## src/rtl/mod_7seg_scan.sv

```systemverilog
// -----------------------------------------------------------------------------
// mod_7seg_scan
//
// Time-multiplexed scan controller for a bank of common-select seven-segment
// digits that share one mod_7seg decoder. A multi-digit BCD word is captured
// into a pending buffer and copied to the active buffer only at a frame
// boundary, so one frame never mixes old and new digits. The controller
// lights the digits one at a time, with a blanking gap between them to stop
// ghosting.
//
// Optional feature macro: MOD_7SEG_SCAN_LZB_EN
//   When defined, leading zeros are blanked. While a digit k>0 is lit and
//   that nibble and every higher nibble of the active word are zero, the
//   digit shows 4'hF, which the decoder renders as all segments off. Its
//   select bit still asserts, so scan timing does not change. Digit 0 always
//   shows its value. When the macro is undefined, every digit shows its
//   nibble unchanged, including leading zeros.
//
// Parameters
//   NUM_DIGITS    number of digits scanned (>= 2)
//   DWELL_CYCLES  clock cycles each digit is lit (>= 1)
//   BLANK_CYCLES  clock cycles with all digits off between lit digits (>= 1)
//
// Ports
//   i_clk          clock; every state update happens on its rising edge
//   i_rst_n        synchronous reset, active low
//   i_digits       BCD word; nibble k (bits 4k+3:4k) is digit k, digit 0 is LSD
//   i_load         single-cycle strobe; captures i_digits into the pending buffer
//   o_nibble       value for the shared decoder's i_value (4'hF while blanking)
//   o_digit_sel    one-hot, active-high digit enable; all zero while blanking
//   o_pending      a captured word is waiting for the next frame boundary
//   o_frame_start  one-cycle pulse on the first lit cycle of digit 0
//   dbg_state      current scan FSM state (0 = BLANK, 1 = ON), for observation
//
// Handshake: i_load has no ready. Each cycle with i_load high is accepted
// unconditionally. The last load before a frame boundary is the one that is
// displayed. A load on the boundary edge itself is held for the following
// frame.
//
// Every output is a flop. The next-state values are decoded before the
// clock edge, so the select and nibble lines never glitch and never depend
// combinationally on the inputs.
// -----------------------------------------------------------------------------
module mod_7seg_scan #(
  parameter int NUM_DIGITS   = 4,
  parameter int DWELL_CYCLES = 50000,
  parameter int BLANK_CYCLES = 500
) (
  input  logic                    i_clk,
  input  logic                    i_rst_n,
  input  logic [4*NUM_DIGITS-1:0] i_digits,
  input  logic                    i_load,
  output logic [3:0]              o_nibble,
  output logic [NUM_DIGITS-1:0]   o_digit_sel,
  output logic                    o_pending,
  output logic                    o_frame_start,
  output logic [0:0]              dbg_state
);

  // ---------------------------------------------------------------------------
  // Sizing
  // ---------------------------------------------------------------------------
  localparam int MAX_CYC = (DWELL_CYCLES > BLANK_CYCLES) ? DWELL_CYCLES : BLANK_CYCLES;
  // The +1 keeps the counter at least 1 bit wide even when both phases are
  // a single cycle long.
  localparam int CW      = $clog2(MAX_CYC + 1);
  localparam int IW      = $clog2(NUM_DIGITS);
  localparam int WW      = 4 * NUM_DIGITS;

  localparam logic [CW-1:0] BLANK_LAST = CW'(BLANK_CYCLES - 1);
  localparam logic [CW-1:0] DWELL_LAST = CW'(DWELL_CYCLES - 1);
  localparam logic [IW-1:0] IDX_LAST   = IW'(NUM_DIGITS - 1);
  localparam logic [NUM_DIGITS-1:0] SEL_ONE = NUM_DIGITS'(1);

  // FSM encoding
  localparam logic [0:0] ST_BLANK = 1'b0;
  localparam logic [0:0] ST_ON    = 1'b1;

  // ---------------------------------------------------------------------------
  // State
  // ---------------------------------------------------------------------------
  logic [0:0]    state;
  logic [CW-1:0] cnt;
  logic [IW-1:0] idx;
  logic [WW-1:0] pend;
  logic [WW-1:0] act;
  logic          pending;

  // Next-state values
  logic [0:0]    nxt_state;
  logic [CW-1:0] nxt_cnt;
  logic [IW-1:0] nxt_idx;
  logic [WW-1:0] nxt_pend;
  logic [WW-1:0] nxt_act;
  logic          nxt_pending;

  // Next-output values, registered below
  logic [NUM_DIGITS-1:0] nxt_sel;
  logic [3:0]            nxt_nibble;

  // Phase-end and frame-boundary strobes
  logic blank_done;
  logic dwell_done;
  logic boundary;

  assign blank_done = (state == ST_BLANK) && (cnt == BLANK_LAST);
  assign dwell_done = (state == ST_ON)    && (cnt == DWELL_LAST);
  // The frame starts when digit 0 leaves its blanking gap.
  assign boundary   = blank_done && (idx == '0);

  // ---------------------------------------------------------------------------
  // Digit value seen by the decoder for digit k of word w
  // ---------------------------------------------------------------------------
  function automatic logic [3:0] digit_value(input logic [WW-1:0] w,
                                             input logic [IW-1:0] k);
    logic [3:0] v;
`ifdef MOD_7SEG_SCAN_LZB_EN
    logic [WW-1:0] upper;
    v     = w[{k, 2'b00} +: 4];
    // Shifting right by 4k leaves digit k and every higher digit. If all of
    // them are zero, digit k is a leading zero.
    upper = w >> {k, 2'b00};
    if ((k != '0) && (upper == '0)) begin
      v = 4'hF;
    end
`else
    v = w[{k, 2'b00} +: 4];
`endif
    return v;
  endfunction

  // ---------------------------------------------------------------------------
  // Next-state logic
  // ---------------------------------------------------------------------------
  always_comb begin
    nxt_state   = state;
    nxt_cnt     = cnt + CW'(1);
    nxt_idx     = idx;
    nxt_pend    = pend;
    nxt_act     = act;
    nxt_pending = pending;

    if (blank_done) begin
      nxt_state = ST_ON;
      nxt_cnt   = '0;
    end else if (dwell_done) begin
      nxt_state = ST_BLANK;
      nxt_cnt   = '0;
      nxt_idx   = (idx == IDX_LAST) ? '0 : idx + IW'(1);
    end

    // Buffer swap at the frame boundary. A load on the same edge is applied
    // after the swap, so act takes the old pend value and the new word stays
    // pending for the next frame.
    if (boundary) begin
      if (pending) begin
        nxt_act = pend;
      end
      nxt_pending = 1'b0;
    end
    if (i_load) begin
      nxt_pend    = i_digits;
      nxt_pending = 1'b1;
    end
  end

  // ---------------------------------------------------------------------------
  // Output decode from the next state
  // ---------------------------------------------------------------------------
  always_comb begin
    nxt_sel    = '0;
    nxt_nibble = 4'hF;
    if (nxt_state == ST_ON) begin
      nxt_sel    = SEL_ONE << nxt_idx;
      nxt_nibble = digit_value(nxt_act, nxt_idx);
    end
  end

  // ---------------------------------------------------------------------------
  // Registers
  // ---------------------------------------------------------------------------
  always_ff @(posedge i_clk) begin
    if (!i_rst_n) begin
      state         <= ST_BLANK;
      cnt           <= '0;
      idx           <= '0;
      pend          <= '0;
      act           <= '0;
      pending       <= 1'b0;
      o_digit_sel   <= '0;
      o_nibble      <= 4'hF;
      o_frame_start <= 1'b0;
    end else begin
      state         <= nxt_state;
      cnt           <= nxt_cnt;
      idx           <= nxt_idx;
      pend          <= nxt_pend;
      act           <= nxt_act;
      pending       <= nxt_pending;
      o_digit_sel   <= nxt_sel;
      o_nibble      <= nxt_nibble;
      // The boundary edge is the one that lights digit 0. The pulse is
      // therefore high for exactly the first lit cycle of the frame.
      o_frame_start <= boundary;
    end
  end

  assign o_pending = pending;
  assign dbg_state = state;

endmodule
```

## config.mk

```make
export PLATFORM = sky130hd
export DESIGN_NAME = mod_7seg_scan
export DESIGN_NICKNAME = d
export VERILOG_FILES = /design/src/rtl/mod_7seg_scan.sv
export SDC_FILE = /design/constraint.sdc
export NUM_CORES = 1
export LEC_CHECK = 0
export BUFFER_PORTS_ARGS = -buffer_cell sky130_fd_sc_hd__buf_2
export CAP_MARGIN = 5
export CORE_MARGIN = 4
export CORE_UTILIZATION = 38
export CTS_CLUSTER_SIZE = 20
export DETAILED_ROUTE_END_ITERATION = 8
export GPL_TIMING_DRIVEN = 0
export PLACE_DENSITY = 0.55
export SLEW_MARGIN = 40
export SYNTH_ARGS = -nofsm -noshare
export SYNTH_HDL_FRONTEND = slang
export SYNTH_SLANG_ARGS = --single-unit
export TNS_END_PERCENT = 5
```

## constraint.sdc

```tcl
create_clock -name i_clk -period 3.4 [get_ports i_clk]
set_input_delay 0.34 -clock i_clk [delete_from_list [all_inputs] [get_ports i_clk]]
set_output_delay 0.34 -clock i_clk [all_outputs]
set_load 0.01 [all_outputs]
```

==> key figures <==
Worst setup path
  • CP max FO: 10
  • Startpoint types: flop
  • Worst path arrival time: 3.01 ns
  • Crit-path slowest cell: mux2i_2
  • Worst setup EP type: flop
  • Delay-heaviest family, CP: simple AND/OR/NAND/NOR gates
  • R2r setup slk: 0.60 ns
  • Worst-path cell chain: or4bb_1 > nor4_4 > mux2i_2 > nor2_4 > a221oi_1 > a32oi_1
  • Reg2reg path depth: 6
  • Req. time, crit path: 3.60 ns
  • Critical path buffers and inverters: 0
  • RR Endpoint: o_nibble[3]
  • Reg2Reg Launch Point: cnt[6]
  • Critical path's largest stage delay: 0.72 ns
  • Crit path kind: flop to flop

Placement
  • Input/output buffers: 28
  • Gp weighted congestion: 0.825
  • DP Area: 0.00285 mm^2
  • HPWL Detailed: 4050 um

CTS
  • Setup Buffers After CTS: 0
  • Root Driver: clkbuf_8
  • PostCTS Resize Cnt: 0
  • Clock sink count: 61
  • Worst skew pair latency: 0.33 ns
  • CTS tree: done
  • Clock Path Buffers: 2
  • CTS hold repair buffers: 0
  • H-tree Lvls: 3
  • Total CTS buffers: 9
  • Reg clk slew, reported paths: 0.07 ns

Logic synthesis
  • Gate Count Post-Synth: 279
  • Number of synthesized register bits: 61
  • Mapped Nets: 301
  • Avg Inst Size Synth: 9.37 um^2
  • Fraction of registers with async set/reset: 0
  • Post-synth top area cell: dfxtp_1
  • Yosys warning count: 0
  • Post-synth EDFFs: 0
  • Mapped cell area: 0.00261 mm^2
  • Seq/Total Area, Yosys: 0.467
  • Ys flop type: dfxtp_1
  • Synth top area share: 0.467
  • Top cells by area, synth: dfxtp_1 (47%), nand2_1 (7.3%), mux2i_1 (6.5%), nor2b_1 (4.1%), a21boi_0 (4.0%)
  • Cell variety after synth: 40

Finish
  • ANT cells: 0
  • Non-Filler Cell Area, Final: 0.00302 mm^2
  • Layout cells sized above 1: 0.196
  • Final #Nets: 340
  • Post-Route Utilization: 0.464
  • Area Overhead vs Synth: 15.4%
  • Leading cell types in the layout, fill and taps excluded: dfxtp_1 (61), nand2_1 (51), buf_2 (31)
  • Leading cell type in the layout, fill and taps excluded: dfxtp_1

Floorplanning
  • Core area: 0.00649 mm^2
  • Row count: 29
  • Die area: 0.00827 mm^2
  • I/O pin cnt: 30
  • Die Wd: 90.9 um
  • Die H: 90.9 um
  • Initial Utilization: 0.402

Hold path
  • Min-Delay Endpoint: pend[12]
  • Worst hold path type: primary input to flop
  • WHS Path Cells: 3
  • Worst Hold Launch: i_digits[12]

Timing
  • Final hold violations: 0
  • Fmax: 0.357 GHz
  • Final setup TNS: 0 ns
  • Worst slew pin tran: 0.759 ns
  • Tmin final: 2.80 ns
  • Slew headroom: 0.484
  • Setup-failing EPs final: 0
  • Clk_skew: 0.00678 ns
  • RSZ-0062 raised after global routing: no
  • Fin crit share: 0.824
  • Slew Viols, Final: 0

Drt
  • Via count: 1,968
  • Post-route ant nets: 0
  • Drt via density: 4.94
  • DRC Markers: 0
  • Routed wire length: 5730 um
  • First drt pass iteration count: 4
  • Initial DRC Count: 52
  • DR WL/cell: 14.4 um

Global routing
  • Total track usage: 0.149
  • First-pass GRT wire length: 9670 um
  • Pin count of the biggest net entering global routing: 11
  • Antenna violations before repair: 0
  • GRT overflow: 0
  • Number of global-route vias before repair: 1,917

Power
  • Peak VDD IR: 0.000188 V
  • PwrDens: 448 mW/mm^2
  • Leakage: 1.18 nW

Run status
  • Status: completed

Run
  • Max-cap violations: 0
==> synthesized netlist by cell type (all sizes together), types with 4 or more instances <==
library cell  count
dfxtp            61
nand2            51
nor2             26
mux2i            18
nor2b            17
a21boi           16
clkbuf            9
mux2              9
xor2              9
nand3             8
and3              7
a21oi             5
xnor2             5
a32oi             4
buf               4
inv               4
nand4             4
==> report_power, final <==
group          total [mW]  switching, mW  internal (mW)
clock               0.549          0.256          0.294
sequential          0.745         0.0147          0.730
combinational      0.0568         0.0273         0.0295
total                1.35          0.298           1.05
==> worst max-delay path by stage <==
stage	startpoint	endpoint	slack [ns]	depth (start not counted)
6_report	cnt[6]	o_nibble[3]	0.60	6
5_1_grt	cnt[6]	o_nibble[1]	0.37	6
3_5_place_dp	cnt[11]	o_nibble[3]	0.57	6
4_1_cts	cnt[6]	o_nibble[3]	0.57	6
2_1_floorplan	cnt[10]	o_nibble[0]	0.95	6
3_3_place_gp	cnt[10]	o_nibble[3]	0.58	6
==> layer usage <==
layer,track usage,up-vias,routed length [um]
met4,0.0503,0,90
li1,-,1029,-
met3,0.0554,6,246
met2,0.231,33,2550
met1,0.193,900,2840
met5,0,-,0
==> through the flow <==
stage / hold WS, ns / instances / power, mW / worst slack, ns
after floorplan: 0.427 / 279 / 0.792 / 0.952
after global placement: 0.437 / 384 / 0.818 / 0.578
after detailed placement: 0.443 / 384 / 0.819 / 0.567
after CTS: 0.248 / 398 / 1.37 / 0.567
after global routing: 0.258 / 398 / 1.42 / 0.375
final: 0.261 / 398 / 1.35 / 0.597
==> worst min-delay path, cell delays in order <==
cell and delay [ns]:
buf_2 0.07, mux2i_1 0.05, nor2b_1 0.09
==> logic make-up after synthesis <==
logic type      synth area share
compound gates            0.0847
fa+ha+maj                 0.0144
mux                        0.109
simple gates               0.248
flops                      0.467
buf+inv                   0.0297
xor+xnor                  0.0469
==> registers in the layout, summed over array words and instances, names as in the netlist <==
register,flops
idx,2
o_pending,1
o_nibble,4
pend,16
o_frame_start,1
act,16
o_digit_sel,4
dbg_state,1
cnt,16
==> layout make-up <==
type	count	area (um^2)
plain buffers	13	63.8
well taps	77	96.3
inverters	4	15.0
fillers	660	3480
repair buffers	28	140
flip-flops and latches	61	1220
multi-input cells	201	1320
clock buffers	12	155
clock inverters	2	10.0
No activity file was read; power rests on OpenSTA's default activity.
